<file path="src/rtl/uart_arb_pkg.sv">
// Shared types for the UART transmit arbiter: FSM state, byte width, one-hot decode helper.
// Pure declarations; no timing or flow control of its own.
package uart_arb_pkg;

  localparam int BYTE_W = 8;

  typedef enum logic {ARB_IDLE, ARB_LOCKED} arb_state_t;

  // Index of the set bit in a one-hot vector; returns 0 when no bit is set.
  function automatic int oh_to_idx(input logic [31:0] oh);
    int idx;
    idx = 0;
    for (int i = 0; i < 32; i++) begin
      if (oh[i]) idx = i;
    end
    return idx;
  endfunction

endpackage

</file>
<file path="src/rtl/uart_rr_pick.sv">
// uart_rr_pick: combinational round-robin picker, one-hot winner searched from last_grant+1 upward with wrap.
// Zero latency; no flow control, output is all-zero when no request is present.
module uart_rr_pick #(
  parameter int N_REQ = 2,
  parameter int IDX_W = (N_REQ > 1) ? $clog2(N_REQ) : 1
) (
  input  logic [N_REQ-1:0] req,
  input  logic [IDX_W-1:0] last_grant,
  output logic [N_REQ-1:0] gnt
);

  logic             found;
  logic [IDX_W-1:0] idx;

  always_comb begin
    gnt   = '0;
    found = 1'b0;
    idx   = '0;
    for (int i = 1; i <= N_REQ; i++) begin
      idx = IDX_W'((int'(last_grant) + i) % N_REQ);
      if (!found && req[idx]) begin
        gnt[idx] = 1'b1;
        found    = 1'b1;
      end
    end
  end

endmodule

</file>
<file path="src/rtl/uart_tx_arbiter.sv">
// uart_tx_arbiter: round-robin, message-locked sharing of one UART byte stream; grant 1 cycle after request, byte out 1 cycle after accept.
// Owner ready follows the one-entry buffer (empty or draining); optional stalled-lock revocation under UART_ARB_TIMEOUT_EN.
module uart_tx_arbiter
  import uart_arb_pkg::*;
#(
  parameter int N_REQ          = 2,
  parameter int MAX_BURST      = 64,
  parameter int TIMEOUT_CYCLES = 1024
) (
  input  logic                    clk,
  input  logic                    rst_n,
  input  logic [N_REQ-1:0]        req_valid_i,
  input  logic [BYTE_W*N_REQ-1:0] req_data_i,
  input  logic [N_REQ-1:0]        req_last_i,
  output logic [N_REQ-1:0]        req_ready_o,
  output logic [N_REQ-1:0]        grant_o,
  output logic                    tx_valid_o,
  output logic [BYTE_W-1:0]       tx_data_o,
  input  logic                    tx_ready_i,
  output logic                    busy_o,
  output logic                    timeout_o
);

  localparam int IDX_W   = (N_REQ > 1) ? $clog2(N_REQ) : 1;
  localparam int BURST_W = (MAX_BURST > 0) ? $clog2(MAX_BURST + 1) : 1;
  localparam logic [BURST_W-1:0] BURST_LAST = BURST_W'((MAX_BURST > 0) ? MAX_BURST - 1 : 0);

  if (N_REQ < 2 || TIMEOUT_CYCLES < 1) begin : g_bad_cfg
    $error("uart_tx_arbiter: N_REQ must be >= 2 and TIMEOUT_CYCLES >= 1");
  end

  arb_state_t          state_q, state_d;
  logic [N_REQ-1:0]    grant_q;
  logic [IDX_W-1:0]    last_grant_q;
  logic [BURST_W-1:0]  burst_q;
  logic                tx_valid_q;
  logic [BYTE_W-1:0]   tx_data_q;
  logic [N_REQ-1:0]    pick;

  logic                own_valid;
  logic                own_last;
  logic [BYTE_W-1:0]   own_data;
  logic                buf_free;
  logic                accept;
  logic                burst_done;
  logic                tmo_hit;
  logic                release_lock;

  uart_rr_pick #(
    .N_REQ (N_REQ),
    .IDX_W (IDX_W)
  ) u_pick (
    .req        (req_valid_i),
    .last_grant (last_grant_q),
    .gnt        (pick)
  );

  always_comb begin
    own_valid = |(req_valid_i & grant_q);
    own_last  = |(req_last_i & grant_q);
    own_data  = '0;
    for (int k = 0; k < N_REQ; k++) begin
      if (grant_q[k]) own_data = own_data | req_data_i[BYTE_W*k +: BYTE_W];
    end
  end

  // A full buffer can still take a byte in the same cycle it drains.
  assign buf_free = ~tx_valid_q | tx_ready_i;

  always_ff @(posedge clk or negedge rst_n) begin
    if (!rst_n) state_q <= ARB_IDLE;
    else        state_q <= state_d;
  end

  always_comb begin
    state_d = state_q;
    case (state_q)
      ARB_IDLE:   if (|req_valid_i) state_d = ARB_LOCKED;
      ARB_LOCKED: if (release_lock) state_d = ARB_IDLE;
      default:    state_d = ARB_IDLE;
    endcase
  end

  always_comb begin
    req_ready_o  = '0;
    accept       = 1'b0;
    burst_done   = 1'b0;
    release_lock = 1'b0;
    if (state_q == ARB_LOCKED) begin
      req_ready_o  = grant_q & {N_REQ{buf_free}};
      accept       = own_valid & buf_free;
      burst_done   = (MAX_BURST != 0) && (burst_q == BURST_LAST);
      release_lock = (accept & (own_last | burst_done)) | tmo_hit;
    end
  end

  always_ff @(posedge clk or negedge rst_n) begin
    if (!rst_n) begin
      grant_q      <= '0;
      last_grant_q <= IDX_W'(N_REQ - 1);
    end else if (state_q == ARB_IDLE && |req_valid_i) begin
      grant_q <= pick;
    end else if (release_lock) begin
      grant_q      <= '0;
      last_grant_q <= IDX_W'(oh_to_idx(32'(grant_q)));
    end
  end

  always_ff @(posedge clk or negedge rst_n) begin
    if (!rst_n)            burst_q <= '0;
    else if (release_lock) burst_q <= '0;
    else if (accept)       burst_q <= burst_q + 1'b1;
  end

  always_ff @(posedge clk or negedge rst_n) begin
    if (!rst_n) begin
      tx_valid_q <= 1'b0;
      tx_data_q  <= '0;
    end else if (accept) begin
      tx_valid_q <= 1'b1;
      tx_data_q  <= own_data;
    end else if (tx_ready_i) begin
      tx_valid_q <= 1'b0;
    end
  end

`ifdef UART_ARB_TIMEOUT_EN
  localparam int TMO_W = $clog2(TIMEOUT_CYCLES + 1);
  localparam logic [TMO_W-1:0] TMO_LAST = TMO_W'(TIMEOUT_CYCLES - 1);

  logic [TMO_W-1:0] tmo_q;
  logic             timeout_q;

  // Counts consecutive owner-idle cycles; the final one revokes the lock.
  assign tmo_hit = (state_q == ARB_LOCKED) && !own_valid && (tmo_q == TMO_LAST);

  always_ff @(posedge clk or negedge rst_n) begin
    if (!rst_n) begin
      tmo_q     <= '0;
      timeout_q <= 1'b0;
    end else begin
      timeout_q <= tmo_hit;
      if (state_q != ARB_LOCKED || own_valid || tmo_hit) tmo_q <= '0;
      else                                                tmo_q <= tmo_q + 1'b1;
    end
  end

  assign timeout_o = timeout_q;
`else
  assign tmo_hit   = 1'b0;
  assign timeout_o = 1'b0;
`endif

  assign grant_o    = grant_q;
  assign tx_valid_o = tx_valid_q;
  assign tx_data_o  = tx_data_q;
  assign busy_o     = (state_q != ARB_IDLE) | tx_valid_q;

endmodule

</file>
<file path="config.mk">
export PLATFORM = sky130hd
export DESIGN_NAME = uart_tx_arbiter
export DESIGN_NICKNAME = d
export VERILOG_FILES = /design/src/rtl/uart_arb_pkg.sv /design/src/rtl/uart_rr_pick.sv /design/src/rtl/uart_tx_arbiter.sv
export SDC_FILE = /design/constraint.sdc
export NUM_CORES = 1
export LEC_CHECK = 0
export ABC_AREA = 1
export ABC_CLOCK_PERIOD_IN_PS = 1700
export CORE_ASPECT_RATIO = 1.1
export CORE_MARGIN = 2
export CORE_UTILIZATION = 35
export CTS_BUF_LIST = sky130_fd_sc_hd__clkbuf_4 sky130_fd_sc_hd__clkbuf_8
export CTS_CLUSTER_DIAMETER = 120
export DETAILED_ROUTE_END_ITERATION = 12
export GPL_TIMING_DRIVEN = 0
export PLACE_DENSITY_LB_ADDON = 0.05
export SETUP_SLACK_MARGIN = 0.05
export SYNTH_ARGS = -nofsm -noshare
export SYNTH_HDL_FRONTEND = slang
export SYNTH_SLANG_ARGS = --single-unit
export TNS_END_PERCENT = 5
</file>
<file path="constraint.sdc">
create_clock -name clk -period 1.7 [get_ports clk]
set_input_delay 0.34 -clock clk [delete_from_list [all_inputs] [get_ports clk]]
set_output_delay 0.34 -clock clk [all_outputs]
set_load 0.01 [all_outputs]
</file>
Word level (Yosys, flattened, before mapping)
Index checks and enable logic that the tools add are counted.
{"block": "totals", "ff_bits": 20, "in_bits": 23, "out_inout_bits": 15, "elab_cells": 65}
{"block": "op_classes", "add_sub_neg": 3, "magnitude_cmp": 4, "eq_ne": 1, "n_mux": 26, "n_bitwise": 13, "reduce_logical": 12}
{"operator": "$mux 8", "n": 2}
{"operator": "$mux 1", "n": 14}
{"operator": "$mux 7", "n": 2}
{"operator": "$mux 2", "n": 5}
{"operator": "$or 8x8->8", "n": 1}
{"operator": "$add 7x1->7 const B", "n": 1}
{"operator": "$eq 7x6->1 const B", "n": 1}
{"operator": "$and 2x2->2", "n": 3}
{"operator": "$reduce_bool 2->1", "n": 3}
{"operator": "$reduce_or 2->1", "n": 3}
{"operator": "$logic_and 1x1->1", "n": 4}
{"operator": "$lt 1x2->1 const B", "n": 2}
{"operator": "$not 1->1", "n": 3}
{"operator": "$or 1x1->1", "n": 3}
{"operator": "$add 1x1->1 const B", "n": 2}
{"operator": "$and 1x1->1", "n": 2}
{"operator": "$demux 1 s1", "n": 2}
{"operator": "$ge 1x1->1 const B", "n": 2}
{"operator": "$or 2x2->2", "n": 1}
{"operator": "$pmux 1 s2", "n": 1}
{"operator": "$reduce_and 2->1", "n": 1}
{"operator": "$logic_not 1->1", "n": 1}

Logic depth before layout (Yosys ltp)
{"block": "logic_depth", "depth_word": 9, "depth_mapped": 8, "ltp_nobuf": 7}

By module
Synthesis repeated with hierarchy kept, for this count alone.
{"block": "unflattened", "cells_unflattened": 142, "hier_area_um2": 1113.6}
{"module": "uart_tx_arbiter", "n_inst": 1, "cells_each": 137, "area_each_um2": 1093.5, "seq_area_each_um2": 501.7}
{"module": "uart_rr_pick", "n_inst": 1, "cells_each": 5, "area_each_um2": 20.0, "seq_area_each_um2": 0.0}

Worst setup path after synthesis
No wires, ideal clock.
{"block": "synth_path", "path_kind": "reg2out", "from": "register grant_q[1], in the netlist grant_o[1]", "to": "output req_ready_o[1]", "t_arrival_ns": 0.957, "path_slack_ns": 0.403, "stages_incl_launch_ff": 4, "n_path_buf": 1, "path_cell_list": "dfrtp_1 -> clkbuf_1 -> inv_1 -> nor2_1"}
{"block": "synth_between", "elab_chain_cells": 2}
{"element": "start: declaration", "line": "uart_tx_arbiter.sv:33", "rtl": "logic [N_REQ-1:0] grant_q;"}
{"element": "start signal: assignment", "line": "uart_tx_arbiter.sv:102", "rtl": "grant_q <= pick;"}
{"element": "$and 2x2->2", "line": "uart_tx_arbiter.sv:90", "rtl": "req_ready_o = grant_q & {N_REQ{buf_free}};"}
{"element": "$mux 2", "line": "uart_tx_arbiter.sv:89", "rtl": "if (state_q == ARB_LOCKED) begin"}
{"element": "end: declaration", "line": "uart_tx_arbiter.sv:15", "rtl": "output logic [N_REQ-1:0] req_ready_o,"}
No other way between the ends.

Worst setup path after layout
{"block": "layout_path", "from": "register grant_q[1], in the netlist grant_o[1]", "to": "output grant_o[1]"}
{"element": "end: declaration", "line": "uart_tx_arbiter.sv:16", "rtl": "output logic [N_REQ-1:0] grant_o,"}
No word-level cell between the ends.

==> impl_metrics.yaml <==
sta:
  slew_headroom_pct: 37.1
  slew_viol_final: 0
  fin_crit_ns: 1.62
  post-route-period-util_pct: 95.3
  setup_viol_count_final: 0
  rsz0062_at_grt: "true"
  tightest_slew_ns: 0.940
  holdWs_ns: 0.493
  fmax_mhz: 617
  finalHoldViolCount: 0
  finClkSkew_ns: 0.00822
cts:
  cts_buffers: 3
  h-tree-depth: 1
  clkTransAtPathRegs_ns: 0.12
  cts_root_buffer: "clkbuf_4"
  clk_latency_ns: 0.30
  tritoncts: "built"
  clock_sinks: 20
  clockBufferDepth: 2
logic_synthesis:
  synth_top_family_by_area: "simple AND/OR/NAND/NOR gates"
  ys_ff_latch: 20
  ys_types: 26
  synth-compound-area-share_pct: 10.6
  syn_inst: 134
  yosys_warnings: 0
  synth.area.mux_share_pct: 0
  syn_area_um2: 1070
  synth-simple-area-share_pct: 31.8
  synth_xor_area_share_pct: 1.64
  synth.yosys.seq_area_share_pct: 47.1
  syn_avg_cell_area_um2: 7.96
  synthAdderAreaFrac_pct: 1.17
  synth_nets: 158
hold_path:
  hp-class: "flip-flop to flip-flop"
final_layout:
  final_common_cell: "nand2_1"
  fin_cells: 210
  drive_gt1_share_pct: 12.5
  final_nets: 201
  utilization_pct: 51.7
  area_growth_pct: 44.1
  mostFrequentLayoutCells: "nand2_1 (54), clkdlybuf4s50_1 (33), dfrtp_1 (19)"
  antennaDiodeCount: 0
worst_setup_path:
  crit_family: "buffers and inverters"
  cpPeakStageDelay_ns: 0.56
  crit_arrival_ns: 1.28
  cp.required_ns: 1.36
  crit_chain: "clkdlybuf4s50_1"
  slowest_stage: "clkdlybuf4s50_1"
  worstSetupPathType: "flip-flop to output port"
  end_kind: "output port"
  path_buf_inv: 1
  start_kind: "flip-flop"
  crit_fanout: 4
routing:
  wire_per_inst_um: 11.9
  wl_mm: 2.49
  ant_nets: 0
  drc: 0
  vias: 1005
  routed_via_density: 4.79
  first_pass_iters: 4
  first_iter_violations: 27
floorplan:
  initial_core_util_pct: 35.9
  die_area_um2: 3500
  fp-row-count: 21
  die_w_um: 56.6
  die_h_um: 61.9
  coreArea_um2: 2970
  ios: 38
power:
  power.switching_w: 0.000878
  intPower_w: 0.00140
  comb_power_share_pct: 51.4
  power_frac_clock_pct: 12.3
  ir_drop_v: 0.000664
  power_density_nw_per_um2: 1480
  p_sw_share_pct: 38.6
  p_seq_share_pct: 36.3
  p_leak_nw: 0.753
place:
  portBuffers: 36
  place_congestion: 0.749
  placed_cells: 204
  dp_hpwl_mm: 1.82
global_route:
  grt_max_degree: 21
  grt_pass1_vias: 972
  grt-ovfl-total: 0
  antenna_found_initial: 0
  grt_util_all_layers_pct: 15.9
  grt_pass1_wl_mm: 4.27
status:
  outcome: "finished, final reports clean"
run:
  timing.max_cap.violations: 0
metrics by stage:
step | power, W | instance area (um^2) | setup slack [ns] | setup TNS (ns)
2_1_floorplan | 0.00145 | 1070 | 0.403 | 0
6_report | 0.00228 | 1540 | 0.0798 | 0
3_5_place_dp | 0.00197 | 1470 | -0.334 | -0.940
3_3_place_gp | 0.00195 | 1470 | -0.325 | -0.646
4_1_cts | 0.00230 | 1530 | 0.0496 | 0
5_1_grt | 0.00248 | 1540 | 0.0326 | 0
cell families after synthesis:
group | Yosys count
AOI/OAI and AO/OA | 16
and+or+nand+nor | 77
adders and majority gates | 1
DFF | 20
xor gates and xnor gates | 2
other | 1
buffers and inverters | 17
cells in the mapped netlist:
cell / instances / area (um^2)
a21oi_1: 2 / 10.0
a22o_1: 8 / 70.1
buf_4: 2 / 15.0
buf_6: 1 / 11.3
clkbuf_1: 2 / 7.51
conb_1: 1 / 3.75
dfrtp_1: 19 / 475
dfstp_2: 1 / 26.3
ha_1: 1 / 12.5
inv_1: 10 / 37.5
inv_2: 2 / 7.51
nand2_1: 55 / 206
nand2_2: 1 / 6.26
nand3_1: 9 / 45.0
nand3_2: 1 / 10.0
nand4_1: 3 / 18.8
nor2_1: 4 / 15.0
nor2_2: 1 / 6.26
nor2_8: 1 / 20.0
nor3_1: 1 / 5.00
o211ai_1: 1 / 7.51
o21ai_0: 2 / 10.0
o21ai_1: 3 / 15.0
or2_2: 1 / 6.26
xnor2_1: 1 / 8.76
xor2_1: 1 / 8.76
registers in the layout, summed over array words and instances (netlist names):
register and flops:
tx_data_o 8, grant_o 2, last_grant_q 1, state_q 1, tx_valid_o 1, burst_q 7
power by group through the flow:
stage	Sequential [W]	Combinational (W)	Clock (W)
after floorplan	0.000869	0.000585	0
after global placement	0.000827	0.00113	0
after detailed placement	0.000832	0.00114	0
after CTS	0.000832	0.00117	0.000294
after global routing	0.000854	0.00131	0.000315
final	0.000826	0.00117	0.000281
worst register-to-register path, stage by stage, from the launching register on:
cell	delay, ns
dfrtp_1	0.45
ha_1	0.25
nand3_2	0.12
o21ai_1	0.19
nand2_1	0.14
nand3_1	0.09
nand2_1	0.05
worst paths after layout:
| path | from | to | slack, ns | cells after the start |
|---|---|---|---|---|
| max | grant_o[1] | grant_o[1] | 0.08 | 1 |
| min | last_grant_q | last_grant_q | 0.49 | 2 |
| max reg2reg | burst_q[0] | grant_o[1] | 0.33 | 6 |
| min reg2reg | last_grant_q | last_grant_q | 0.49 | 2 |
| max in group asynchronous | rst_n | tx_data_o[5] | 0.57 | 1 |
| min in group asynchronous | rst_n | tx_valid_o | 0.55 | 1 |
metal layers:
layer / part of all wire, % / routed length (um) / vias to the layer above / track usage, %
met3: 4.1 / 101 / 2 / 3.52
li1: - / - / 512 / -
met2: 49 / 1210 / 19 / 28.7
met5: 0 / 0 / - / 0
met4: 0.92 / 23 / 0 / 5.10
met1: 46 / 1150 / 472 / 19.2
cell type report:
| type | instances | area [um^2] |
|---|---|---|
| timing repair buffer | 38 | 364 |
| multi-input combinational | 97 | 493 |
| fill | 303 | 1430 |
| sequential | 20 | 502 |
| clock buffer | 4 | 36.3 |
| buffer | 5 | 53.8 |
| tap | 34 | 42.5 |
| inverter | 12 | 45.0 |
repair_timing:
item / in CTS / in global routing
setup buffers: 1 / 1
pin swaps: 0 / 0
endpoints found under the setup margin: 3 / 3
hold buffers: 0 / 0
resized for setup: 17 / 0
(Power assumes the default switching activity.)
